--- src/rtl/encoder_8_3.sv ---
// -----------------------------------------------------------------------------
// encoder_8_3
//
// Registered 8-to-3 priority encoder. Each rising edge of CP samples the
// request vector DATA and loads the index of its highest-numbered set bit into
// outcomes. valid is loaded with 1 when any request bit was set.
//
// DATA = 8'h00 loads outcomes = 3'd0 with valid = 0. This result differs from a
// lone DATA[0] request only in valid.
//
// There is one register stage and no input register. There is no enable, so
// the outputs reload on every rising edge. Both outputs come directly from
// flops, so they do not glitch between edges.
//
// Ports (declaration order is fixed; existing instances connect the first
// three ports by position):
//   CP        in   1  system clock; all state updates on the rising edge
//   DATA      in   8  request vector; bit i set means request i is asserted
//   outcomes  out  3  registered index of the highest set bit of DATA
//   RST_n     in   1  asynchronous active-low reset; clears outcomes and valid
//   valid     out  1  registered; 1 when DATA was non-zero at the last edge
// -----------------------------------------------------------------------------
`timescale 1ns/100ps

module encoder_8_3 (
  input  logic       CP,
  input  logic [7:0] DATA,
  output logic [2:0] outcomes,
  input  logic       RST_n,
  output logic       valid
);

  // Priority compression: the highest set bit wins. For an all-zero vector the
  // function returns 3'd0, and valid distinguishes that case from a DATA[0]
  // request.
  function automatic logic [2:0] prio_index(input logic [7:0] req);
    logic [2:0] idx;
    casez (req)
      8'b1???????: idx = 3'd7;
      8'b01??????: idx = 3'd6;
      8'b001?????: idx = 3'd5;
      8'b0001????: idx = 3'd4;
      8'b00001???: idx = 3'd3;
      8'b000001??: idx = 3'd2;
      8'b0000001?: idx = 3'd1;
      8'b00000001: idx = 3'd0;
      default:     idx = 3'd0;
    endcase
    return idx;
  endfunction

  logic [2:0] w_index;
  logic       w_any;
  logic [2:0] r_outcomes;
  logic       r_valid;

  // Combinational encode of the current request vector
  always_comb begin
    w_index = 3'd0;
    w_any   = 1'b0;
    w_index = prio_index(DATA);
    w_any   = |DATA;
  end

  // Output register stage, cleared asynchronously by RST_n
  always_ff @(posedge CP or negedge RST_n) begin
    if (!RST_n) begin
      r_outcomes <= 3'd0;
      r_valid    <= 1'b0;
    end else begin
      r_outcomes <= w_index;
      r_valid    <= w_any;
    end
  end

  assign outcomes = r_outcomes;
  assign valid    = r_valid;

endmodule

--- config.mk ---
export PLATFORM = sky130hd
export DESIGN_NAME = encoder_8_3
export DESIGN_NICKNAME = d
export VERILOG_FILES = /design/src/rtl/encoder_8_3.sv
export SDC_FILE = /design/constraint.sdc
export NUM_CORES = 1
export LEC_CHECK = 0
export ABC_AREA = 1
export BUFFER_PORTS_ARGS = -buffer_cell sky130_fd_sc_hd__buf_2
export CORE_AREA = 5 5 42 44
export CTS_CLUSTER_DIAMETER = 60
export DETAILED_ROUTE_END_ITERATION = 12
export DIE_AREA = 0 0 47 49
export HOLD_SLACK_MARGIN = 0.12
export PLACE_DENSITY = 0.37
export SYNTH_ARGS = -nofsm -noshare
export SYNTH_HDL_FRONTEND = slang
export SYNTH_SLANG_ARGS = --single-unit
--- constraint.sdc ---
create_clock -name CP -period 0.8 [get_ports CP]
set_input_delay 0.16 -clock CP [delete_from_list [all_inputs] [get_ports CP]]
set_output_delay 0.16 -clock CP [all_outputs]
set_load 0.005 [all_outputs]
After elaboration in Yosys (flattened, before gate mapping)
Cells that the tools add are included.
- register bits after elaboration: 4
- bits of input ports: 10
- output and inout port bits: 4
- word-level logic and storage cells: 10
- equal/unequal tests: 6
- multiplexer cells: 1
- reductions and logical operators: 1
- operators by type and width (cell ; count):
    $pmux W3 S7 ; 1
    $reduce_or A8 Y1 ; 1
    $eq A7 B1 Y1 const B ; 1
    $eq A6 B1 Y1 const B ; 1
    $eq A5 B1 Y1 const B ; 1
    $eq A4 B1 Y1 const B ; 1
    $eq A3 B1 Y1 const B ; 1
    $eq A2 B1 Y1 const B ; 1

Longest topological paths before layout
- depth after elaboration: 2
- mapped depth: 5
- depth with buffers taken out: 5

Worst setup path before layout
Ideal clock, no wire load.
- path type: input to register
- start: input port DATA[7]
- end: register r_valid, in the netlist valid
- library setup time: 122 ps
- arrival time: 424 ps
- data required time: 678 ps
- path slack: 255 ps
- stages: 4
- buffers on the path: 0
- cell sequence: inv_2 > nand2_2 > nor2_2 > nand2_1
- longest elaborated chain between the ends: 1
- ends and longest elaborated chain (what ; line ; RTL):
    start, declared ; 27 ; input logic [7:0] DATA,
    $reduce_or A8 Y1 ; 62 ; w_any = |DATA;
    via w_any ; 53 ; logic w_any;
    end signal, assigned ; 72 ; r_valid <= w_any;
    end, declared ; 55 ; logic r_valid;
The timed path passes the listed nets, and every way through them passes these cells.

Worst setup path after layout
- start: register r_outcomes[2], in the netlist outcomes[2]
- end: output port outcomes[2]
- RTL lines (what ; line ; RTL):
    start, declared ; 54 ; logic [2:0] r_outcomes;
    start signal, assigned ; 71 ; r_outcomes <= w_index;
    end, declared ; 28 ; output logic [2:0] outcomes,
No word-level cell between the ends.

==> metrics.md <==
| Metric | Value |
|---|---|
| Status | `finished with violations` |
| Violations in the final reports | `setup timing` |
| Worst Min Path Start | `DATA[0]` |
| Crit Path Class | `flip-flop to output pin` |
| DR vias | `just over 200` |
| Pins over their slew limit | `0` |
| CTS tree | `built` |
| Minimum clock period | `852 ps` |
| Period utilisation layout | `106%` |
| Max incr delay on CP | `350 ps` |
| Avg WL per Cell | `7.07 um` |
| GRT Total Usage | `~4.7%` |
| Post-synthesis mux area share | `0%` |
| Initial antenna violation count | `0` |
| WL met1 | `roughly 190 um` |
| XOR/XNOR Fraction of Synth Area | `0%` |
| Cell row count | `14` |
| Diodes inserted | `0` |
| Die Wd | `47 um` |
| Yosys top cell by area | `dfrtp_1` |
| Hold crit path type | `input pin to flip-flop` |
| Vias in the first global route | `202` |
| Final WL | `~430 um` |
| Most frequent cells in the layout | `buf_2 (13), nand2_1 (9), inv_1 (4), dfrtp_1 (4)` |
| Simple-gate area share of the yosys netlist | `just under 40%` |
| Worst slew pin tran | `116 ps` |
| Critical path endpoint category | `output pin` |
| Grt total ovfl | `0` |
| Number of library cell types mapped by synthesis | `9` |
| Min Hold Slack | `125 ps` |
| Clk buf depth | `2` |
| Starting Density | `about 15%` |
| PwrDens | `approximately 1600 nW/um2` |
| CP max-delay cell | `dfrtp_1` |
| Die span in y | `between 40 and 50 um` |
| DR pass1 iterations | `4` |
| Clk Tree Root Cell | `clkbuf_4` |
| Layout Cells excl Fill | `61` |
| Met3 Wirelength | `52 um` |
| Share of the synthesized area in the top cell type | `48.2%` |
| Buffers on Ports | `13` |
| Top cell family by delay on the critical path | `flip-flops` |
| Core footprint | `~1400 um2` |
| Max-cap violations | `0` |
| Residual DRC | `0` |
| RSZ-0062 raised after global routing | `true` |
| Hold Fails Final Rpt | `0` |
| VDD IR max | `339 uV` |
| CP startpoint kind | `flip-flop` |
| Syn_area_per_cell | `around 7.4 um2` |
| Cells after synthesis | `28` |
| Worst-path fanout max | `1` |
| Post-CTS setup buffers | `0` |
| Main combinational cell family by area after synthesis | `simple AND/OR/NAND/NOR gates` |
| Layout cells sized above 1 | `51.1%` |
| Slew headroom | `a little over 90%` |
| Setup violators final | `4` |
| Synth Area in Compound Gates | `0%` |
| Final ANT Viol Nets | `0` |
| WHS Path Cells | `3` |
| Die area | `2300 um2` |
| Placed cells | `57` |
| Wire length on met2 | `170 um` |
| Total Power | `528 uW` |
| First-pass GRT wire length | `710 um` |
| Leak Pwr | `around 0.00016 uW` |
| CTS Sinks | `4` |
| Vias per inst | `3.36` |
| H-tree levels | `1` |
| Ys Warns | `0` |
| Netlist Area Pre-Place | `approximately 210 um2` |
| Post-layout util | `23.2%` |
| Finished Cell Area | `325 um2` |
| #FFs+latches synth | `4` |
| Clock-pin slew on the worst setup and hold paths | `30 ps` |
| FMAX | `1170 MHz` |
| Worst EP required | `between 600 and 700 ps` |
| Top Layer Used | `met4` |
| Final Wtd Congestion | `0.700` |
| Ports | `14` |
| CP Cell Sequence | `buf_2` |
| Fin nets | `57` |
| Hpwl dp | `376 um` |
| WP buf/inv | `1` |
| Drt initial violations | `1` |
| CP arrival | `~700 ps` |
| Total CTS buffers | `3` |
| Largest net degree at the start of global routing | `5` |
| Fin worst setup slack | `-51.8 ps` |
| Post-Syn Nets | `38` |
| Top post-synthesis cells by area | `dfrtp_1 (48%), nand2_1 (16%), nand3_1 (7.2%)` |
| Most common cell after layout, fill and taps aside | `buf_2` |
| Seq/Total Area, Yosys | `48.2%` |
| Hold path endpoint | `valid$_DFF_PN0_` |
| Syn-to-layout area delta | `56.6%` |
| Synth Area in Adders | `0%` |
| Dpl cell area | `293 um2` |
## report_power, final
group / switching (uW) / leakage [uW] / internal (uW)
clock network: 71.1 / 0.0000138 / 167
registers: 1.36 / 0.0000387 / 211
logic: 40.1 / 0.000112 / 37.0
total: 113 / 0.000164 / 415
## worst max path at each step
stage	startpoint	to	slack, ps	cells past startpoint
after detailed placement	DATA[7]	valid$_DFF_PN0_	100	5
after global routing	outcomes[2]$_DFF_PN0_	outcomes[2]	-90	1
after global placement	DATA[5]	valid$_DFF_PN0_	100	5
after CTS	outcomes[2]$_DFF_PN0_	outcomes[2]	-70	1
final	outcomes[2]$_DFF_PN0_	outcomes[2]	-50	1
after floorplan	DATA[7]	valid$_DFF_PN0_	250	4
## kinds of logic (layout without fill, tap and decap cells)
family	count (synthesis)	after routing
buffers and inverters	7	24
flip-flops	4	4
AND/OR/NAND/NOR	17	17
## per-stage QoR
step                setup WS (ps)  TNS (ps)
finish                      -51.8      -202
global route                -86.2      -307
CTS                         -69.1      -265
detailed placement           99.7         0
global placement              100         0
floorplan                     255         0
## cells in the mapped netlist
master   number
dfrtp_1       4
inv_1         4
inv_2         3
nand2_1       9
nand2_2       1
nand3_1       3
nor2_1        1
nor2_2        2
nor3_2        1
## sequential cells by signal, summed over array words and instances, names as in the netlist
| name | flops |
|---|---|
| valid | 1 |
| outcomes | 3 |
## per-layer routing
metal / vias to the layer above / track usage, %
li1: 115 / -
met1: 75 / 5.10
met2: 13 / 5.66
met3: 2 / 0
met4: 0 / 8.29
met5: - / 0
## repair_timing
action,CTS,global route
hold endpoints to repair,5,0
gates cloned,0,0
gates resized for setup,0,0
setup endpoints to repair,4,4
pin swaps,0,0
hold buffers,1,0
## layout make-up
cell class,count,area [um2]
fillers,169,1080
multi-input cells,17,81.3
flip-flops and latches,4,100
inverters,7,26.3
clock buffers,3,22.5
well taps,16,20.0
repair buffers,14,75.1
(Power assumes the default switching activity.)
